[config.mk]
export PLATFORM = sky130hd
export DESIGN_NAME = present_dec_iter
export DESIGN_NICKNAME = d
export VERILOG_FILES = /design/src/rtl/present_pkg.sv /design/src/rtl/inv_round.sv /design/src/rtl/present_dec_iter.sv
export SDC_FILE = /design/constraint.sdc
export NUM_CORES = 1
export LEC_CHECK = 0
export CAP_MARGIN = 20
export CELL_PAD_IN_SITES_DETAIL_PLACEMENT = 0
export CELL_PAD_IN_SITES_GLOBAL_PLACEMENT = 1
export CORE_MARGIN = 3
export CORE_UTILIZATION = 47
export CTS_BUF_LIST = sky130_fd_sc_hd__clkbuf_8
export DETAILED_ROUTE_END_ITERATION = 16
export PLACE_DENSITY = 0.94
export SLEW_MARGIN = 5
export SYNTH_ARGS = -nofsm -noshare
export SYNTH_HDL_FRONTEND = slang
export SYNTH_SLANG_ARGS = --single-unit
[constraint.sdc]
create_clock -name clk -period 3 [get_ports clk]
set_input_delay 0.6 -clock clk [delete_from_list [all_inputs] [get_ports clk]]
set_output_delay 0.6 -clock clk [all_outputs]
set_load 0.05 [all_outputs]
[src/rtl/present_pkg.sv]
// Shared PRESENT-80 constants, nibble S-box tables, bit-permutation map and key-schedule helpers.
package present_pkg;

  localparam int ROUNDS = 31;
  localparam int KEY_W  = 80;
  localparam int BLK_W  = 64;

  localparam logic [4:0] LAST_RND  = 5'd31;
  localparam logic [4:0] FIRST_RND = 5'd1;

  // Nibble i of each table lives at bits [4i+3:4i].
  localparam logic [63:0] SBOX     = 64'h21748FE3DA09B65C;
  localparam logic [63:0] INV_SBOX = 64'hA970364BD21C8FE5;

  typedef enum logic [1:0] {
    S_IDLE,
    S_KFWD,
    S_DEC,
    S_DONE
  } state_e;

  function automatic logic [3:0] sbox(input logic [3:0] n);
    return SBOX[{n, 2'b00} +: 4];
  endfunction

  function automatic logic [3:0] inv_sbox(input logic [3:0] n);
    return INV_SBOX[{n, 2'b00} +: 4];
  endfunction

  // Forward layer moves bit i to position perm_pos(i); 16 * 4 == 1 mod 63.
  function automatic int perm_pos(input int i);
    return (i == 63) ? 63 : (i * 16) % 63;
  endfunction

  function automatic int inv_perm_pos(input int i);
    return (i == 63) ? 63 : (i * 4) % 63;
  endfunction

  function automatic logic [KEY_W-1:0] upd_key(input logic [KEY_W-1:0] k,
                                               input logic [4:0] i);
    logic [KEY_W-1:0] r;
    r          = {k[18:0], k[79:19]};
    r[79:76]   = sbox(r[79:76]);
    r[19:15]   = r[19:15] ^ i;
    return r;
  endfunction

  function automatic logic [KEY_W-1:0] inv_upd_key(input logic [KEY_W-1:0] k,
                                                   input logic [4:0] i);
    logic [KEY_W-1:0] r;
    r          = k;
    r[19:15]   = r[19:15] ^ i;
    r[79:76]   = inv_sbox(r[79:76]);
    return {r[60:0], r[79:61]};
  endfunction

endpackage

[src/rtl/inv_round.sv]
// One combinational PRESENT decryption round: inverse permutation, inverse S-box layer, round-key add.
module inv_round
  import present_pkg::*;
(
  input  logic [BLK_W-1:0] x,
  input  logic [BLK_W-1:0] rk,
  output logic [BLK_W-1:0] r
);

  logic [BLK_W-1:0] unperm;
  logic [BLK_W-1:0] unsub;

  for (genvar i = 0; i < BLK_W; i++) begin : g_unperm
    localparam int SRC = perm_pos(i);
    assign unperm[i] = x[SRC];
  end

  for (genvar n = 0; n < 16; n++) begin : g_unsub
    assign unsub[4*n +: 4] = inv_sbox(unperm[4*n +: 4]);
  end

  assign r = unsub ^ rk;

endmodule

[src/rtl/present_dec_iter.sv]
// Iterative PRESENT-80 decryptor: walks the key schedule forward to K32, then decrypts one round per cycle.
module present_dec_iter
  import present_pkg::*;
#(
  parameter bit CACHE_KEY = 1'b1
) (
  input  logic             clk,
  input  logic             rst_n,
  input  logic             in_valid,
  output logic             in_ready,
  input  logic [BLK_W-1:0] ct,
  input  logic [KEY_W-1:0] key,
  output logic             out_valid,
  input  logic             out_ready,
  output logic [BLK_W-1:0] pt
);

  state_e           state_q, state_d;
  logic [4:0]       cnt_q, cnt_d;
  logic [BLK_W-1:0] st_q, st_d;
  logic [BLK_W-1:0] pt_q, pt_d;
  logic [KEY_W-1:0] key_q, key_d;
  logic [KEY_W-1:0] tag_q, tag_d;
  logic [KEY_W-1:0] k32_q, k32_d;
  logic             out_valid_q, out_valid_d;
  logic             cache_vld_q, cache_vld_d;

  logic [KEY_W-1:0] key_fwd;
  logic [KEY_W-1:0] key_inv;
  logic [BLK_W-1:0] round_out;
  logic             cache_hit;

  assign key_fwd   = upd_key(key_q, cnt_q);
  assign key_inv   = inv_upd_key(key_q, cnt_q);
  assign cache_hit = CACHE_KEY && cache_vld_q && (key == tag_q);

  inv_round u_inv_round (
    .x  (st_q),
    .rk (key_inv[KEY_W-1 -: BLK_W]),
    .r  (round_out)
  );

  always_comb begin
    state_d     = state_q;
    cnt_d       = cnt_q;
    st_d        = st_q;
    pt_d        = pt_q;
    key_d       = key_q;
    tag_d       = tag_q;
    k32_d       = k32_q;
    out_valid_d = out_valid_q;
    cache_vld_d = cache_vld_q;

    unique case (state_q)
      S_IDLE: begin
        if (in_valid) begin
          if (cache_hit) begin
            st_d    = ct ^ k32_q[KEY_W-1 -: BLK_W];
            key_d   = k32_q;
            cnt_d   = LAST_RND;
            state_d = S_DEC;
          end else begin
            // The cached K32 belongs to the old tag until the new schedule completes.
            st_d        = ct;
            key_d       = key;
            tag_d       = key;
            cache_vld_d = 1'b0;
            cnt_d       = FIRST_RND;
            state_d     = S_KFWD;
          end
        end
      end

      S_KFWD: begin
        key_d = key_fwd;
        if (cnt_q == LAST_RND) begin
          st_d        = st_q ^ key_fwd[KEY_W-1 -: BLK_W];
          k32_d       = key_fwd;
          cache_vld_d = 1'b1;
          state_d     = S_DEC;
        end else begin
          cnt_d = cnt_q + 5'd1;
        end
      end

      S_DEC: begin
        st_d  = round_out;
        key_d = key_inv;
        cnt_d = cnt_q - 5'd1;
        if (cnt_q == FIRST_RND) begin
          pt_d        = round_out;
          out_valid_d = 1'b1;
          state_d     = S_DONE;
        end
      end

      S_DONE: begin
        if (out_ready) begin
          out_valid_d = 1'b0;
          state_d     = S_IDLE;
        end
      end

      default: state_d = S_IDLE;
    endcase
  end

  always_ff @(posedge clk or negedge rst_n) begin
    if (!rst_n) begin
      state_q     <= S_IDLE;
      cnt_q       <= '0;
      st_q        <= '0;
      pt_q        <= '0;
      key_q       <= '0;
      tag_q       <= '0;
      k32_q       <= '0;
      out_valid_q <= 1'b0;
      cache_vld_q <= 1'b0;
    end else begin
      state_q     <= state_d;
      cnt_q       <= cnt_d;
      st_q        <= st_d;
      pt_q        <= pt_d;
      key_q       <= key_d;
      tag_q       <= tag_d;
      k32_q       <= k32_d;
      out_valid_q <= out_valid_d;
      cache_vld_q <= cache_vld_d;
    end
  end

  assign in_ready  = (state_q == S_IDLE);
  assign out_valid = out_valid_q;
  assign pt        = pt_q;

endmodule

==> key figures <==
Synthesis
  • Cell type contributing the most total cell area after synthesis: sky130_fd_sc_hd__dfrtp_1
  • Area contributors post-synth: sky130_fd_sc_hd__dfrtp_1 39%, sky130_fd_sc_hd__mux2_2 8.5%, sky130_fd_sc_hd__ha_1 6.0%, sky130_fd_sc_hd__a21oi_1 5.1%, sky130_fd_sc_hd__xor2_1 4.7%
  • Post-synthesis instance total: 2608
  • Post-synth net total: between 2000 and 3000
  • Synthesized area divided by synthesized cell count: 9.35 sq um
  • Post-synthesis async set-or-reset flop share: 100%
  • Count of different cell masters after synthesis: 58
  • Yosys reg bits: 377
  • Leading register cell type out of synthesis: sky130_fd_sc_hd__dfrtp_1
  • Cell Area, Synth: 24400 sq um
  • Area fraction of the dominant cell type after synthesis: a little under 40%
  • Count of synthesis-stage warnings from yosys: 0
  • Number of flops mapped to enable cells by yosys: 0
  • Portion of the post-synthesis area used by sequential elements: about two fifths

Global routing
  • Total routing usage reported by global routing: 35.3%
  • Remaining global-route overflow: 0
  • Antenna violations before repair: 2
  • Maximum number of pins on one net before global-route repair: between 100 and 150
  • Number of global-route vias before repair: 22000
  • Global-route wire length before repair: 143000 um

Clocking
  • H-tree depth: 3
  • Library cell used as clock root buffer: sky130_fd_sc_hd__clkbuf_8
  • CTS buffer count: 71
  • Max Buffers Root-to-Sink: 3
  • Clock sink total: around 380
  • TritonCTS clock tree: yes
  • Post-cts gate resize count: 0
  • Clk_lat worst skew: 0.67 ns
  • Clk slew on worst S/H paths: 0.06 ns

Floorplanning
  • Total I/O pin count: 214
  • Row count: 82
  • Starting density of the core: 48.1%
  • Die height: 234 um
  • Die span in x: 234 um
  • DIE AREA: 54600 sq um
  • Core outline area: 50700 sq um

Place
  • Placer's final routability congestion estimate: 0.989
  • Detailed-placement wirelength estimate: just over 70000 um
  • Pre-CTS WS: -0.412 ns
  • Post-placement cell area: 28700 sq um
  • Total of buffers placed on input and output ports: 213

Worst setup path
  • Launching element type of the critical path: flip-flop
  • Biggest fanout along the worst timing path: 4
  • Depth of the worst register-to-register path: 10
  • Worst stage delay on the critical path: 0.82 ns
  • Crit. End Element: primary output
  • Critical path's top delay family: buffers and inverters
  • Critical Path RT: 2.40 ns
  • Worst Path Buf+Inv: 2
  • Crit-path slowest cell: sky130_fd_sc_hd__clkdlybuf4s50_1
  • Arr. time, crit path: 2.32 ns
  • Critical path type: reg2out
  • Chain of cells forming the critical path: inv_1 -> ha_4 -> clkdlybuf4s50_1
  • CP Depth: 3

Layout
  • Area growth from synthesis to layout: 23.9%
  • Fin nets: approximately 3200
  • Most used cells in the layout excluding fill and tap cells: 377 x sky130_fd_sc_hd__dfrtp_1, 281 x sky130_fd_sc_hd__nand2_1, 248 x sky130_fd_sc_hd__a21oi_1
  • Share of post-route cells with drive strength above 1: ~20%
  • Commonest non-fill, non-tap cell in the layout: sky130_fd_sc_hd__dfrtp_1
  • Final cell area excluding filler cells: 30200 sq um

STA
  • Setup repair after global routing missed its margin: no
  • Worst Hold Slack: 0.445 ns
  • Final Worst Setup Slack: 0.0764 ns
  • Period utilisation layout: 97.5%
  • Min Tclk post-route: 2.92 ns
  • Achievable frequency: 342 MHz
  • Final setup skew: around 0.037 ns
  • Final count of pins violating max slew: 0
  • Number of hold-slack violations in the final timing report: 0
  • Normalized max-slew margin: roughly 39%
  • Pin slew with the least headroom to its limit: between 0.9 and 1 ns
  • Total of endpoints with negative setup slack in the final report: 0

Detailed routing
  • Average vias per placed instance: roughly 6.4
  • Detailed-routing iteration count for the pre-antenna-repair pass: 6
  • Vias: about 23000
  • Post-detailed-route DRC marker count: 0
  • Average wire per cell in the routed design: 26.8 um
  • Antenna violation net count after detailed routing: 0
  • Final wirelength: 97300 um
  • Detailed Route Iter0 Violations: 3428

Power
  • Total design power: 0.0276 W
  • IR drop worst, VDD: about 360 uV
  • Power per standard cell area: 915 nW/um^2
  • Pleak: 13.4 nW

Flow run
  • Max Cap Violations: 0

Min path
  • Min-Delay Path Class: in2async

Run status
  • Run status: finished clean
## per-layer routing
layer	routed length [um]	part of all wire [%]	global-route usage [%]
met1	38300	39	48.3
met2	40900	42	51.2
met3	11300	12	7.76
met4	6800	7.0	21.3
met5	13	0.013	0
## synth_stat cells, drive strengths merged, types with 18 or more instances
library cell / n
mux2: 197
dfrtp: 377
clkbuf: 174
a211oi: 18
xor2: 131
a31oi: 105
o211ai: 19
nand3: 89
o21ai: 169
nor4: 31
ha: 116
a22oi: 75
inv: 104
buf: 45
or3: 25
nor3: 64
nor2: 60
a21oi: 248
xnor2: 63
nand2: 284
a221oi: 27
mux4: 26
mux2i: 30
## registers in the layout, summed over array words and instances (netlist names)
name and cells:
pt 64, cache_vld_q 1, k32_q 80, state_q 2, st_q 64, tag_q 80, cnt_q 5, key_q 80
out_valid 1
## power breakdown
part | total [W] | switching [W] | internal, W
Sequential | 0.00912 | 0.00283 | 0.00628
Clock | 0.00539 | 0.00243 | 0.00296
Combinational | 0.0131 | 0.00735 | 0.00578
## path summary, 6_finish.rpt
| check | to | startpoint | slack [ns] |
|---|---|---|---|
| max in group asynchronous | pt[12] | rst_n | 1.48 |
| min in group clk | pt[27] | pt[27] | 0.47 |
| hold reg to reg | pt[27] | pt[27] | 0.47 |
| setup reg to reg | st_q[31] | tag_q[38] | 0.11 |
| setup / recovery | in_ready | state_q[0] | 0.08 |
| hold / removal | st_q[62] | rst_n | 0.45 |
## cell type report
class / count / area [sq um]
timing repair buffer: 440 / 4340
inverter: 105 / 394
multi-input combinational: 1907 / 13700
clock buffer: 93 / 1280
clock inverter: 31 / 211
antenna: 1 / 2.50
fill: 4363 / 20500
sequential: 377 / 9430
tap: 672 / 841
## timing repair
item,CTS,global route
hold buffers,1,0
setup buffers,0,0
hold endpoints to repair,39,0
## kinds of logic after synthesis
family	Yosys count	synth area share (%)
compound gates	733	18.2
flops	377	38.7
buf+inv	324	5.46
simple gates	611	11.8
fa+ha+maj	116	5.95
xor+xnor	194	6.97
mux	253	12.9
## metrics by stage
step	TNS, ns	instances	utilization, %
after floorplan	0	2608	-
after global placement	-46.28	3500	56.7
after detailed placement	-53.72	3500	56.7
after CTS	0	3625	59.6
after global routing	0	3625	59.6
final	0	3626	59.6
Power figures use the tool's default switching activity.
